$ cat src/rtl/line_sequencer.sv
// Animation sequencer for the line drawer: draw, hold, then erase each of four segments.
// Optional erase pass enabled by defining LINE_SEQ_ERASE_EN; otherwise lines accumulate.
module line_sequencer #(
  parameter int COORD_W     = 11,
  parameter int HOLD_CYCLES = 1_000_000
) (
  input  logic               clk,
  input  logic               reset,
  input  logic               enable,
  input  logic               drawer_done,
  output logic               drawer_start,
  output logic [COORD_W-1:0] x0,
  output logic [COORD_W-1:0] y0,
  output logic [COORD_W-1:0] x1,
  output logic [COORD_W-1:0] y1,
  output logic               pixel_color,
  output logic [1:0]         line_index,
  output logic               busy,
  output logic [2:0]         dbg_state
);

  localparam int CNT_W = $clog2(HOLD_CYCLES + 1);
  localparam logic [CNT_W-1:0] HOLD_LAST = CNT_W'(HOLD_CYCLES - 1);

  typedef enum logic [2:0] {
    IDLE      = 3'd0,
    ISSUE     = 3'd1,
    SETTLE    = 3'd2,
    WAIT_DONE = 3'd3,
    HOLD      = 3'd4
  } state_t;

  state_t           state_q, state_d;
  logic [1:0]       index_q, index_d;
  logic             phase_q, phase_d;
  logic [CNT_W-1:0] cnt_q, cnt_d;

  always_ff @(posedge clk or posedge reset) begin
    if (reset) begin
      state_q <= IDLE;
      index_q <= 2'd0;
      phase_q <= 1'b0;
      cnt_q   <= '0;
    end else begin
      state_q <= state_d;
      index_q <= index_d;
      phase_q <= phase_d;
      cnt_q   <= cnt_d;
    end
  end

  // drawer_done is only looked at in WAIT_DONE, so a done left high by the
  // previous line cannot end the new one during ISSUE/SETTLE.
  always_comb begin
    state_d = state_q;
    index_d = index_q;
    phase_d = phase_q;
    cnt_d   = cnt_q;
    case (state_q)
      IDLE: begin
        if (enable) begin
          state_d = ISSUE;
          phase_d = 1'b0;
        end
      end
      ISSUE:  state_d = SETTLE;
      SETTLE: state_d = WAIT_DONE;
      WAIT_DONE: begin
        if (drawer_done) begin
          if (!phase_q) begin
            state_d = HOLD;
            cnt_d   = '0;
          end else begin
            index_d = index_q + 2'd1;
            phase_d = 1'b0;
            state_d = enable ? ISSUE : IDLE;
          end
        end
      end
      HOLD: begin
        cnt_d = cnt_q + CNT_W'(1);
        if (cnt_q == HOLD_LAST) begin
`ifdef LINE_SEQ_ERASE_EN
          phase_d = 1'b1;
          state_d = ISSUE;
`else
          index_d = index_q + 2'd1;
          state_d = enable ? ISSUE : IDLE;
`endif
        end
      end
      default: state_d = IDLE;
    endcase
  end

  always_comb begin
    x0 = COORD_W'(120);
    y0 = COORD_W'(200);
    x1 = COORD_W'(320);
    y1 = COORD_W'(300);
    case (index_q)
      2'd0: begin x0 = COORD_W'(120); y0 = COORD_W'(200); x1 = COORD_W'(320); y1 = COORD_W'(300); end
      2'd1: begin x0 = COORD_W'(320); y0 = COORD_W'(200); x1 = COORD_W'(320); y1 = COORD_W'(300); end
      2'd2: begin x0 = COORD_W'(420); y0 = COORD_W'(200); x1 = COORD_W'(320); y1 = COORD_W'(300); end
      default: begin x0 = COORD_W'(120); y0 = COORD_W'(250); x1 = COORD_W'(420); y1 = COORD_W'(250); end
    endcase
  end

  assign drawer_start = (state_q == ISSUE);
  assign pixel_color  = ~phase_q;
  assign line_index   = index_q;
  assign busy         = (state_q != IDLE);
  assign dbg_state    = state_q;

endmodule

$ cat config.mk
export PLATFORM = sky130hd
export DESIGN_NAME = line_sequencer
export DESIGN_NICKNAME = d
export VERILOG_FILES = /design/src/rtl/line_sequencer.sv
export SDC_FILE = /design/constraint.sdc
export NUM_CORES = 1
export LEC_CHECK = 0
export CAP_MARGIN = 0
export CORE_AREA = 4 4 70 72
export DETAILED_ROUTE_END_ITERATION = 10
export DIE_AREA = 0 0 74 76
export PLACE_DENSITY_LB_ADDON = 0.25
export REMOVE_ABC_BUFFERS = 1
export SLEW_MARGIN = 40
export SYNTH_ARGS = -nofsm -noshare
export SYNTH_HDL_FRONTEND = slang
export SYNTH_SLANG_ARGS = --single-unit
$ cat constraint.sdc
create_clock -name clk -period 2.8 [get_ports clk]
set_clock_uncertainty 0.2 [all_clocks]
set_input_delay 0.56 -clock clk [delete_from_list [all_inputs] [get_ports clk]]
set_output_delay 0.56 -clock clk [all_outputs]
set_load 0.02 [all_outputs]
# --- Yosys cells after proc, flatten, opt, wreduce, memory -nomap -nowiden ---
# Index checks and enable logic that the tools add are counted.
classes:
  n_addsub: 2
  muxes: 20
  eq_ne: 12
  reduce_logical: 10
  bitwise_logic: 1
ops:
  columns: ["operator", "count"]
  rows:
  - ["$mux W20", 2]
  - ["$pmux W20 S2", 1]
  - ["$add A20 B1 Y20 const B", 1]
  - ["$eq A20 B20 Y1 const B", 1]
  - ["$pmux W9 S2", 1]
  - ["$pmux W3 S5", 1]
  - ["$mux W3", 4]
  - ["$ne A2 B2 Y1 const B", 5]
  - ["$mux W9", 1]
  - ["$reduce_and A3 Y1", 3]
  - ["$mux W8", 1]
  - ["$eq A3 B2 Y1 const B", 2]
  - ["$mux W2", 3]
  - ["$mux W6", 1]
  - ["$pmux W2 S2", 1]
  - ["$reduce_and A4 Y1", 1]
  - ["$reduce_bool A2 Y1", 2]
  - ["$eq A3 B1 Y1 const B", 1]
  - ["$eq A3 B3 Y1 const B", 1]
  - ["$logic_not A3 Y1", 1]
  - ["$mux W1", 3]
  - ["$reduce_bool A3 Y1", 1]
  - ["$reduce_or A3 Y1", 1]
  - ["$add A2 B1 Y2 const B", 1]
  - ["5 further kinds", 5]
word_totals:
  reg_bits: 26
  wordCells: 49
  output_inout_bits: 52
  in_bits: 4

# --- Longest topological paths before layout ---
depth:
  word_depth: 4
  ltp_mapped: 6
  mapped_depth_nobuf: 5

# --- Worst setup path before layout ---
# OpenSTA, ideal clock, no wires.
synth_path:
  kind: "register -> output"
  from: "register index_q[1], in the netlist line_index[1]"
  to: "output port y1[2]"
  required_time_ns: 2.040
  t_arrival_ns: 1.411
  n_path_buf: 1
  setup_slack_ns: 0.629
  stages_incl_launch_ff: 4
  path_cell_list: "dfrtp_1 > ha_1 > inv_1 > buf_4"
synth_via:
  elab_chain_len: 3
  elab_cells_between_ends: 5
  cone_classes: "eq/ne (2); mux (1); reduce/logical (2)"
synth_lines:
  columns: ["item", "line_no", "text"]
  rows:
  - ["start: declaration", "34", "logic [1:0] index_q, index_d;"]
  - ["start signal: assignment", "46", "index_q <= index_d;"]
  - ["$eq A2 B2 Y1 (tied with other cells)", "101", "case (index_q)"]
  - ["$reduce_or A3 Y1 (no line) *", null, null]
  - ["$mux W9 *", "101", null]
  - ["end: declaration", "15", "output logic [COORD_W-1:0] y1,"]
# Every way passes the cells marked *; elsewhere a longest branch is shown, timed or not.

# --- Worst setup path after layout ---
layout_path:
  from: "register index_q[0], in the netlist line_index[0]"
  to: "output port x0[8]"
layout_via:
  elab_chain_len: 2
  elab_cells_between_ends: 3
  cone_classes: "eq/ne (2); mux (1)"
layout_lines:
  columns: ["item", "line_no", "text"]
  rows:
  - ["$eq A2 B2 Y1 or $eq A2 B1 Y1 (tied branches)", "101", null]
  - ["$pmux W9 S2 *", "101", null]
  - ["end: declaration", "12", "output logic [COORD_W-1:0] x0,"]
# Marks and branches as above.

==> impl_metrics.toml <==
[power_and_ir_drop]
internal-power_w = 0.000629
p_switching_w = 0.000356
comb_power_share_pct = 30.8
power.leakage_nw = 0.809
pwr-share-seq_pct = 47.6
p_clk_share_pct = 21.6
power_w = 0.000984
switching_share_pct = 36.1
ir_worst_vdd_mv = 0.208
power.density_nw_per_um2 = 529

[global_route]
grt_pass1_wl_mm = 4.92
antenna_found_initial = 0
grt_overflow_total = 0
track_usage_pct = 10.7
grt_max_degree = 26
grt_pass1_vias = 1040

[critical_path]
start_kind = "flip-flop"
critPathKind = "reg2out"
cp.arrival_ns = 1.75
crit_path_end_kind = "output pin"
rrSetupSlack_ns = 0.56
worst-endpoint-required_ns = 2.04
crit_fanout = 4

[placed_design]
routabilityCongestion = 0.756
port_buffers = 30
placed_area_um2 = 1820
dp_hpwl_mm = 2.28
dp_cells = 248

[timing]
period_share_pct = 89.7
fin_hold_ws_ns = 0.281
relSlewSlack_pct = 64.9
drv_slew = 0
fmax_ghz = 0.398
hold_violations = 0
layout_min_cycle_time_ns = 2.51
rsz0062_at_grt = "false"
fin_setup_tns_ns = 0
setup_violations = 0
worstMarginPinSlew_ns = 0.525

[clocking]
postCtsHoldBufs = 0
clkTransAtPathRegs_ns = 0.09
clock-sinks = 25
root_buffer = "clkbuf_8"
cts_tree = "yes"
cts_buffers = 3
post_cts_buffers = 0
htree_levels = 1
worstSkewPairLatency_ns = 0.27
cts_max_path_buffers = 2
cts_resized = 0

[detailed_routing]
wire_per_inst_um = 12.3
first_pass_iters = 4
routed_wl_mm = 3.09
drc = 0
detail-route-antenna-nets = 0
viasPerCell = 4.93
drt_iter0_markers = 68
vias = 1242

[final_layout]
drive_above_1_share_pct = 4.50
instances_no_fill = 252
fin_area_um2 = 1860
final_nets = 210
antenna_cells = 0
area_growth_pct = 10.9
nFillCells = 413

[synth]
synth_area_leader_cell = "dfrtp_1"
synth.distinct_cells = 38
async_flop_share_pct = 100
syn_area_per_cell_um2 = 9.08
synth_ff_type = "dfrtp_1"
synthTopCellsByArea = "dfrtp_1 (37%), buf_4 (17%), nand2_1 (4.9%)"
synth-seq-cells = 25
yosysSeqAreaShare_pct = 37.3
netlist_instances = 185
synthTopCellsByCount = "buf_4 (39), dfrtp_1 (25), nand2_1 (22)"
synth_area_um2 = 1680
netlist.area_leader.share_pct = 37.3
synth-edff-count = 0
ys_warn_count = 0
synth.most_common_cell = "buf_4"

[run]
cap_violations = 0

[floorplanning]
dieArea_um2 = 5620
core_area_um2 = 4290
num_io_pins = 56
num_rows = 24
fp.dieW_um = 74
start_util_pct = 39.1
fp.dieH_um = 76

[worst_hold_path]
hp-class = "reg2reg"

[run_status]
status = "finished, final reports clean"
## worst max-delay path: stages, from the launching register on
cell,delay (ns)
dfrtp_1,0.39
inv_1,0.09
ha_1,0.35
inv_1,0.06
clkdlybuf4s50_1,0.59
## per-layer routing
layer | track usage, % | share of wire, % | up-vias
met1 | 15.2 | 48 | 576
met4 | 3.80 | 1.5 | 0
li1 | - | - | 609
met2 | 16.0 | 42 | 53
met5 | 0 | 0 | -
met3 | 2.11 | 8.8 | 4
## layout by cell type (no fill, tap or decap), types with 2 or more instances in the layout
master and count:
clkdlybuf4s50_1 30, conb_1 25, nor4_1 2, o41ai_1 3, or3_1 3, buf_4 2, nand4_1 3, nand3_1 8
o31ai_1 2, dfrtp_1 25, ha_1 5, mux2i_1 8, o21ai_0 10, a21oi_1 2, o311ai_0 5, clkbuf_8 3
nor4b_1 2, and3_1 2, nor2_1 6, and4_1 3, inv_1 10, nand2_1 22, nor3_1 3, nor3b_1 2
## worst paths after layout
kind	depth (start not counted)	start	to
min in group asynchronous	3	reset	line_index[1]
min reg2reg	1	cnt_q[19]	cnt_q[19]
max in group asynchronous	3	reset	cnt_q[8]
min	1	cnt_q[19]	cnt_q[19]
max	4	line_index[0]	x0[8]
max reg2reg	4	dbg_state[1]	cnt_q[16]
## sequential cells by signal, summed over array words and instances (netlist names)
name / count
line_index: 2
dbg_state: 3
cnt_q: 20
## power by group through the flow
stage	registers (W)	clock network (W)	logic [W]
finish	0.000468	0.000213	0.000303
global route	0.000476	0.000232	0.000326
CTS	0.000467	0.000223	0.000306
detailed placement	0.000474	0	0.000305
global placement	0.000471	0	0.000307
floorplan	0.000486	0	0.000164
## layout make-up
class	count	area, um2	area share [%]
repair buffers	32	315	16.9
inverters	10	37.5	2.02
well taps	52	65.1	3.49
clock buffers	4	45.0	2.42
flip-flops and latches	25	626	33.6
multi-input cells	129	773	41.5
## cells by family (layout without fill, tap and decap cells)
group	after synthesis	count (layout)	share of synthesized area, %
flops	25	25	37.3
mux	8	8	4.77
xor+xnor	2	2	1.04
fa+ha+maj	5	5	3.73
other cells	2	25	0.447
compound gates	24	24	9.61
simple gates	65	65	21.3
buf+inv	54	46	21.8
## stage by stage
step / utilization, % / worst slack (ns)
global route: 43.4 / 0.187
CTS: 43.4 / 0.254
finish: 43.4 / 0.287
global placement: 42.3 / 0.583
floorplan: - / -0.727
detailed placement: 42.3 / 0.561
No activity file was read; power rests on OpenSTA's default activity.
